[src/rtl/pc_request_unit_pkg.sv]
// Shared CPU types: PC select encoding from the control unit, the request
// FSM states and the fixed PC increment.
package cpu_types_pkg;

  typedef enum logic [2:0] {
    NEXT         = 3'd0,
    BRANCH       = 3'd1,
    JUMP         = 3'd2,
    JUMPREGISTER = 3'd3,
    PC_HALT      = 3'd4
  } pcselect_t;

  typedef enum logic [1:0] {
    FETCH  = 2'd0,
    DATA   = 2'd1,
    HALTED = 2'd2
  } reqstate_t;

  localparam logic [31:0] PC_STEP = 32'd4;

endpackage

[src/rtl/pc_request_unit_if.sv]
// Control-unit / memory-side signals of the PC request unit; slave is the
// unit itself, master is whatever drives it.
interface pc_request_unit_if;
  import cpu_types_pkg::*;

  pcselect_t   pc_select;
  logic [31:0] jump_data;
  logic [31:0] immediate;
  logic [31:0] rdat1;
  logic        dREN;
  logic        dWEN;
  logic        cpu_halt;
  logic        ihit;
  logic        dhit;
  logic [31:0] imemaddr;
  logic        imemREN;
  logic        dmemREN;
  logic        dmemWEN;
  logic [31:0] rtn_addr;
  logic        halt;
  logic        misalign;

  modport slave (
    input  pc_select, jump_data, immediate, rdat1, dREN, dWEN, cpu_halt, ihit, dhit,
    output imemaddr, imemREN, dmemREN, dmemWEN, rtn_addr, halt, misalign
  );

  modport master (
    output pc_select, jump_data, immediate, rdat1, dREN, dWEN, cpu_halt, ihit, dhit,
    input  imemaddr, imemREN, dmemREN, dmemWEN, rtn_addr, halt, misalign
  );
endinterface

[src/rtl/pc_request_unit_next_pc.sv]
// Combinational next-PC selection: sequential, branch, jump and jump-register
// targets. Macro PC_MISALIGN_CHECK_EN keeps the raw JR target (caller traps).
module next_pc
  import cpu_types_pkg::*;
(
  input  logic [31:0]        i_pc,
  input  pcselect_t          i_sel,
  input  logic [25:0]        i_jump_target,
  input  logic signed [31:0] i_immediate,
  input  logic [31:0]        i_rdat1,
  output logic [31:0]        o_pc_plus4,
  output logic [31:0]        o_next_pc
);

  logic signed [31:0] w_branch_off;
  logic [31:0]        w_jr_target;

  assign o_pc_plus4   = i_pc + PC_STEP;
  assign w_branch_off = i_immediate <<< 2;

`ifdef PC_MISALIGN_CHECK_EN
  assign w_jr_target = i_rdat1;
`else
  assign w_jr_target = {i_rdat1[31:2], 2'b00};
`endif

  always_comb begin
    o_next_pc = o_pc_plus4;
    case (i_sel)
      BRANCH:       o_next_pc = o_pc_plus4 + $unsigned(w_branch_off);
      JUMP:         o_next_pc = {o_pc_plus4[31:28], i_jump_target, 2'b00};
      JUMPREGISTER: o_next_pc = w_jr_target;
      default:      o_next_pc = o_pc_plus4;
    endcase
  end

endmodule

[src/rtl/pc_request_unit.sv]
// Program counter and instruction/data request sequencer for the single-cycle
// core. Optional macro PC_MISALIGN_CHECK_EN traps misaligned JR targets.
module pc_request_unit
  import cpu_types_pkg::*;
#(
  parameter logic [31:0] PC_INIT = 32'h0000_0000
) (
  input  logic              CLK,
  input  logic              nRST,
  pc_request_unit_if.slave  bus
);

  reqstate_t   r_state, w_state_nxt;
  logic [31:0] r_pc, w_pc_nxt;
  logic        r_dmemREN, w_dmemREN_nxt;
  logic        r_dmemWEN, w_dmemWEN_nxt;
  logic        r_misalign, w_misalign_nxt;
  logic [31:0] w_pc_plus4;
  logic [31:0] w_target;
  logic        w_jr_misaligned;

  next_pc u_next_pc (
    .i_pc          (r_pc),
    .i_sel         (bus.pc_select),
    .i_jump_target (bus.jump_data[25:0]),
    .i_immediate   (bus.immediate),
    .i_rdat1       (bus.rdat1),
    .o_pc_plus4    (w_pc_plus4),
    .o_next_pc     (w_target)
  );

`ifdef PC_MISALIGN_CHECK_EN
  assign w_jr_misaligned = (bus.pc_select == JUMPREGISTER) && (bus.rdat1[1:0] != 2'b00);
`else
  assign w_jr_misaligned = 1'b0;
`endif

  always_ff @(posedge CLK or posedge nRST) begin
    if (nRST) begin
      r_state    <= FETCH;
      r_pc       <= PC_INIT;
      r_dmemREN  <= 1'b0;
      r_dmemWEN  <= 1'b0;
      r_misalign <= 1'b0;
    end else begin
      r_state    <= w_state_nxt;
      r_pc       <= w_pc_nxt;
      r_dmemREN  <= w_dmemREN_nxt;
      r_dmemWEN  <= w_dmemWEN_nxt;
      r_misalign <= w_misalign_nxt;
    end
  end

  // PC only moves on the hit that retires the instruction.
  always_comb begin
    w_state_nxt    = r_state;
    w_pc_nxt       = r_pc;
    w_dmemREN_nxt  = r_dmemREN;
    w_dmemWEN_nxt  = r_dmemWEN;
    w_misalign_nxt = r_misalign;
    case (r_state)
      FETCH: begin
        if (bus.ihit) begin
          if (bus.cpu_halt || (bus.pc_select == PC_HALT)) begin
            w_state_nxt = HALTED;
          end else if (w_jr_misaligned) begin
            w_state_nxt    = HALTED;
            w_misalign_nxt = 1'b1;
          end else if (bus.dREN || bus.dWEN) begin
            w_state_nxt   = DATA;
            w_dmemREN_nxt = bus.dREN;
            w_dmemWEN_nxt = bus.dWEN;
          end else begin
            w_pc_nxt = w_target;
          end
        end
      end
      DATA: begin
        if (bus.dhit) begin
          w_state_nxt   = FETCH;
          w_dmemREN_nxt = 1'b0;
          w_dmemWEN_nxt = 1'b0;
          w_pc_nxt      = w_pc_plus4;
        end
      end
      default: begin
        w_state_nxt = HALTED;
      end
    endcase
  end

  assign bus.imemaddr = r_pc;
  assign bus.rtn_addr = w_pc_plus4;
  assign bus.imemREN  = (r_state == FETCH) && !nRST;
  assign bus.dmemREN  = r_dmemREN;
  assign bus.dmemWEN  = r_dmemWEN;
  assign bus.halt     = (r_state == HALTED);
`ifdef PC_MISALIGN_CHECK_EN
  assign bus.misalign = r_misalign;
`else
  assign bus.misalign = 1'b0;
`endif

endmodule

[src/flat_wrapper.sv]
// flat-port wrapper written by rule: the top's interface ports become plain ports
module pc_request_unit_flat import cpu_types_pkg::*;
#(
  parameter logic [31:0] PC_INIT = 32'h0000_0000
)
  (CLK, nRST, bus_pc_select, bus_jump_data, bus_immediate, bus_rdat1, bus_dREN, bus_dWEN, bus_cpu_halt, bus_ihit, bus_dhit, bus_imemaddr, bus_imemREN, bus_dmemREN, bus_dmemWEN, bus_rtn_addr, bus_halt, bus_misalign);
  pc_request_unit_if bus_i ();
  input  logic CLK;
  input  logic nRST;
  input wire logic [$bits(bus_i.pc_select)-1:0] bus_pc_select;
  input wire logic [$bits(bus_i.jump_data)-1:0] bus_jump_data;
  input wire logic [$bits(bus_i.immediate)-1:0] bus_immediate;
  input wire logic [$bits(bus_i.rdat1)-1:0] bus_rdat1;
  input wire logic [$bits(bus_i.dREN)-1:0] bus_dREN;
  input wire logic [$bits(bus_i.dWEN)-1:0] bus_dWEN;
  input wire logic [$bits(bus_i.cpu_halt)-1:0] bus_cpu_halt;
  input wire logic [$bits(bus_i.ihit)-1:0] bus_ihit;
  input wire logic [$bits(bus_i.dhit)-1:0] bus_dhit;
  output wire logic [$bits(bus_i.imemaddr)-1:0] bus_imemaddr;
  output wire logic [$bits(bus_i.imemREN)-1:0] bus_imemREN;
  output wire logic [$bits(bus_i.dmemREN)-1:0] bus_dmemREN;
  output wire logic [$bits(bus_i.dmemWEN)-1:0] bus_dmemWEN;
  output wire logic [$bits(bus_i.rtn_addr)-1:0] bus_rtn_addr;
  output wire logic [$bits(bus_i.halt)-1:0] bus_halt;
  output wire logic [$bits(bus_i.misalign)-1:0] bus_misalign;
  assign bus_i.pc_select = bus_pc_select;
  assign bus_i.jump_data = bus_jump_data;
  assign bus_i.immediate = bus_immediate;
  assign bus_i.rdat1 = bus_rdat1;
  assign bus_i.dREN = bus_dREN;
  assign bus_i.dWEN = bus_dWEN;
  assign bus_i.cpu_halt = bus_cpu_halt;
  assign bus_i.ihit = bus_ihit;
  assign bus_i.dhit = bus_dhit;
  assign bus_imemaddr = bus_i.imemaddr;
  assign bus_imemREN = bus_i.imemREN;
  assign bus_dmemREN = bus_i.dmemREN;
  assign bus_dmemWEN = bus_i.dmemWEN;
  assign bus_rtn_addr = bus_i.rtn_addr;
  assign bus_halt = bus_i.halt;
  assign bus_misalign = bus_i.misalign;
  pc_request_unit #(.PC_INIT(PC_INIT)) u_core (.CLK(CLK), .nRST(nRST), .bus(bus_i));
endmodule
[config.mk]
export PLATFORM = sky130hd
export DESIGN_NAME = pc_request_unit_flat
export DESIGN_NICKNAME = d
export VERILOG_FILES = /design/src/rtl/pc_request_unit_pkg.sv /design/src/rtl/pc_request_unit_if.sv /design/src/rtl/pc_request_unit_next_pc.sv /design/src/rtl/pc_request_unit.sv /design/src/flat_wrapper.sv
export SDC_FILE = /design/constraint.sdc
export NUM_CORES = 1
export LEC_CHECK = 0
export ABC_AREA = 1
export CAP_MARGIN = 20
export CELL_PAD_IN_SITES_DETAIL_PLACEMENT = 0
export CELL_PAD_IN_SITES_GLOBAL_PLACEMENT = 2
export CORE_AREA = 8 8 162 164
export CTS_BUF_LIST = sky130_fd_sc_hd__clkbuf_16
export DETAILED_ROUTE_END_ITERATION = 6
export DIE_AREA = 0 0 170 172
export PLACE_DENSITY = 0.92
export SLEW_MARGIN = 20
export SYNTH_ARGS = -nofsm -noshare
export SYNTH_HDL_FRONTEND = slang
export SYNTH_SLANG_ARGS = --single-unit
[constraint.sdc]
create_clock -name CLK -period 3 [get_ports CLK]
set_input_delay 0.45 -clock CLK [delete_from_list [all_inputs] [get_ports CLK]]
set_output_delay 0.45 -clock CLK [all_outputs]
set_load 0.02 [all_outputs]
==> impl_metrics.json <==
{
  "r2r-end": "u_core.bus.imemaddr[31]$_DFFE_PP0P_",
  "critPathArrivalTime_ns": 3.18,
  "layout-drive-gt1-share_pct": 25.1,
  "io_buffers": 159,
  "timing.critical_path.from": "u_core.bus.imemaddr[2]$_DFFE_PP0P_",
  "tritoncts_clock_tree": "yes",
  "routed_wirelength_mm": 24.7,
  "synth_flop_cell": "dfrtp_1",
  "fp.dieArea_sq_um": 29200,
  "floorplan.die.width_um": 170,
  "outcome": "finished, violations left",
  "synthTopCellsByCount": "nand2_1 (329), inv_1 (155), nand3_1 (79), nor2_1 (67), a21oi_1 (44)",
  "row_count": 57,
  "drt_first_pass_iters": 5,
  "grt_pass1_wl_mm": 36.6,
  "globalRoute.totalOverflow": 0,
  "violations": "negative setup slack",
  "syn_to_final_growth_pct": 67.9,
  "gp_routability_congestion": 0.871,
  "smallest_setup_slack_after_layout_ns": -0.00577,
  "layout.filler_cells": 2629,
  "timing.critical_path.to_type": "flop",
  "multi_input_area_sq_um": 4330,
  "timing.final.crit_share_pct": 100,
  "crit_chain": "ha_2 > nand2_2 > inv_4 > nand3_4 > nor2_8 > inv_4 > nor2_4 > buf_4 > nand3_1 > nand2_1 > nand2_2 > ha_4 > a21oi_1 > nand2_2 > nand2_1 > nand2_1 > inv_1 > nand2_2 > a21oi_2 > nand2_1 > nand3_1 > nand2_1 > nand2_1 > nand2_1",
  "postSynthRegisterBits": 34,
  "synth_top_area_share_pct": 23.2,
  "clockRootBuffer": "clkbuf_16",
  "pin_count_of_the_biggest_net_entering_global_routing": 35,
  "overall_power_mw": 1.96,
  "crit_slowest_cell": "dfrtp_1",
  "track_usage_pct": 16.3,
  "minimum_clock_period_ns": 3.01,
  "cts_buffers": 5,
  "hold_viol_final": 0,
  "worstSetupPathType": "flop to flop",
  "hp-class": "flop to flop",
  "critPathMaxFanout": 5,
  "drt_iter0_drc": 418,
  "dpl.cell_count": 1516,
  "worstMarginPinSlew_ns": 0.686,
  "final_max_slew_viol_count": 0,
  "floorplan.initialDensity_pct": 22.3,
  "timing.max_slew.rel_slack_pct": 54.2,
  "rrSetupSlack_ns": -0.006,
  "final_cells": 1535,
  "yosys-top-cells-area": "nand2_1 (23%), dfrtp_1 (16%), inv_1 (11%), ha_1 (8.0%), nand3_1 (7.4%)",
  "maxCapViolCount": 0,
  "route.vias.total": 6790,
  "postLayoutCellArea_sq_um": 8930,
  "synth.distinct_cells": 50,
  "post-synth-top-count-cell": "nand2_1",
  "design.final.nets": 1352,
  "route.antenna.remaining_nets": 0,
  "grt_antenna_before_repair": 0,
  "wl_per_cell_um": 16.1,
  "critical_path_capture_point": "u_core.bus.imemaddr[31]$_DFFE_PP0P_",
  "cts_sinks": 34,
  "r2r-start": "u_core.bus.imemaddr[2]$_DFFE_PP0P_",
  "first_global_vias": 6583,
  "fin_tns_setup_ns": -0.00577,
  "die-height_um": 172,
  "yosys_warnings": 0,
  "placedInstanceArea_sq_um": 8050,
  "final_core_utilization_pct": 37.5,
  "drc": 0,
  "timing.fmax_mhz": 333,
  "cts_hold_buffers": 0,
  "worst_ep_required_time_ns": 3.17,
  "edff_count_synth": 0,
  "cts-root-to-sink-buffers": 2,
  "fin_skew_ns": 0.00463,
  "critical-path-top-cell-by-count": "nand2_1",
  "asyncSetResetFlopFracSynth_pct": 100,
  "pin_count": 175,
  "design.core.area_sq_um": 23800,
  "r2r.worst_path.cells": 24,
  "post_drt_via_cell_ratio": 4.42,
  "total_leakage_power_nw": 4.48,
  "final_setup_viols": 1,
  "detailed_place_hpwl_mm": 20.5,
  "critical_path.startpoint_type": "flop",
  "cts_max_level": 2,
  "insertedDiodeCount": 0,
  "cell_area_synth_sq_um": 5320,
  "synthDominantAreaCellType": "nand2_1",
  "synth.avg_cell_area_sq_um": 5.68,
  "dp_slack_ns": -0.115,
  "cpPeakStageDelay_ns": 0.35,
  "synthCells": 937,
  "synth_seq_area_share_pct": 16.0,
  "hold_ws_ns": 0.541,
  "p_per_area_nw_per_um2": 219,
  "vdd.ir_drop.worst_uv": 198,
  "rsz0062_at_grt": "yes",
  "insertion_delay_of_the_later_clocked_pin_in_the_worst_skew_pair_ns": 0.28,
  "clk_transition_reported_paths_ns": 0.06,
  "layout.area.seq_sq_um": 855
}
[repair_timing]
item                       CTS  global route
pin swaps                    1            31
gates resized for setup     22           143
setup buffers                0            12
setup endpoints to repair   14            29
[critical path: cells and delay by family, from the launching register on]
kind	cells	cell delay [ns]
and+or+nand+nor	16	1.33
adders and majority gates	2	0.46
AOI/OAI and AO/OA	2	0.39
DFF	1	0.35
buffers and inverters	4	0.34
[how the worst min path moves through the flow]
stage / from / end / slack, ns / depth (start not counted)
after global routing: u_core.bus.dmemREN$_DFFE_PP0P_ / u_core.bus.dmemREN$_DFFE_PP0P_ / 0.57 / 2
after floorplan: u_core.r_state[1]$_DFFE_PP0P_ / u_core.r_state[1]$_DFFE_PP0P_ / 0.52 / 2
after detailed placement: u_core.bus.imemaddr[14]$_DFFE_PP0P_ / u_core.bus.imemaddr[14]$_DFFE_PP0P_ / 0.53 / 2
final: u_core.bus.dmemREN$_DFFE_PP0P_ / u_core.bus.dmemREN$_DFFE_PP0P_ / 0.54 / 2
after global placement: u_core.bus.dmemREN$_DFFE_PP0P_ / u_core.bus.dmemREN$_DFFE_PP0P_ / 0.53 / 2
after CTS: u_core.bus.dmemREN$_DFFE_PP0P_ / u_core.bus.dmemREN$_DFFE_PP0P_ / 0.55 / 2
[kinds of logic (layout without fill, tap and decap cells)]
kind of cell | Yosys count | count (layout) | share of synthesized area (%)
AO/OA/AOI/OAI | 124 | 124 | 14.0
XOR/XNOR | 17 | 17 | 2.80
adder cells (fa/ha/maj) | 35 | 35 | 8.37
buffers and inverters | 187 | 457 | 14.3
flip-flops | 34 | 34 | 16.0
other | 1 | 5 | 0.0705
AND/OR/NAND/NOR | 539 | 539 | 44.5
[sequential cells by signal (all words and copies together) (netlist names)]
signal	count
u_core.r_state	2
u_core.bus.dmemREN	1
u_core.bus.imemaddr	30
u_core.bus.dmemWEN	1
[power breakdown]
group,internal (mW),total [mW],switching [mW]
clock network,0.384,0.584,0.200
logic,0.408,0.885,0.477
registers,0.473,0.488,0.0153
total,1.27,1.96,0.692
[metal layers]
metal | GRT usage, % | part of all wire [%]
met3 | 2.31 | 5.1
met1 | 20.9 | 44
met5 | 0 | 0
met4 | 3.89 | 1.5
met2 | 28.3 | 49
[placed cells by master (no fill, tap or decap), drive strengths merged]
| cell | instances |
|---|---|
| a311oi | 1 |
| nand2 | 338 |
| and2 | 3 |
| a221oi | 10 |
| a31oi | 2 |
| nand3b | 4 |
| o21bai | 5 |
| nor2 | 80 |
| a21o | 2 |
| clkinv | 2 |
| bufinv | 1 |
| nand3 | 84 |
| clkdlybuf4s50 | 152 |
| o22ai | 2 |
| nand4 | 14 |
| xnor2 | 3 |
| o211ai | 6 |
| xor2 | 14 |
| nor3 | 10 |
| buf | 128 |
| inv | 163 |
| dlygate4sd2 | 1 |
| clkbuf | 5 |
| conb | 5 |
| nor3b | 1 |
| o2111ai | 1 |
| o2bb2ai | 1 |
| or2 | 5 |
| a22oi | 13 |
| fa | 1 |
| dfrtp | 34 |
| a21oi | 44 |
| dlymetal6s2s | 5 |
| o21ai | 37 |
| ha | 34 |
[final cells by class]
class,instances,area share [%]
clock inverters,2,0.378
inverters,164,6.95
clock buffers,5,1.40
multi-input cells,720,48.5
flip-flops and latches,34,9.57
repair buffers,286,28.7
well taps,324,4.54
(Power assumes the default switching activity.)
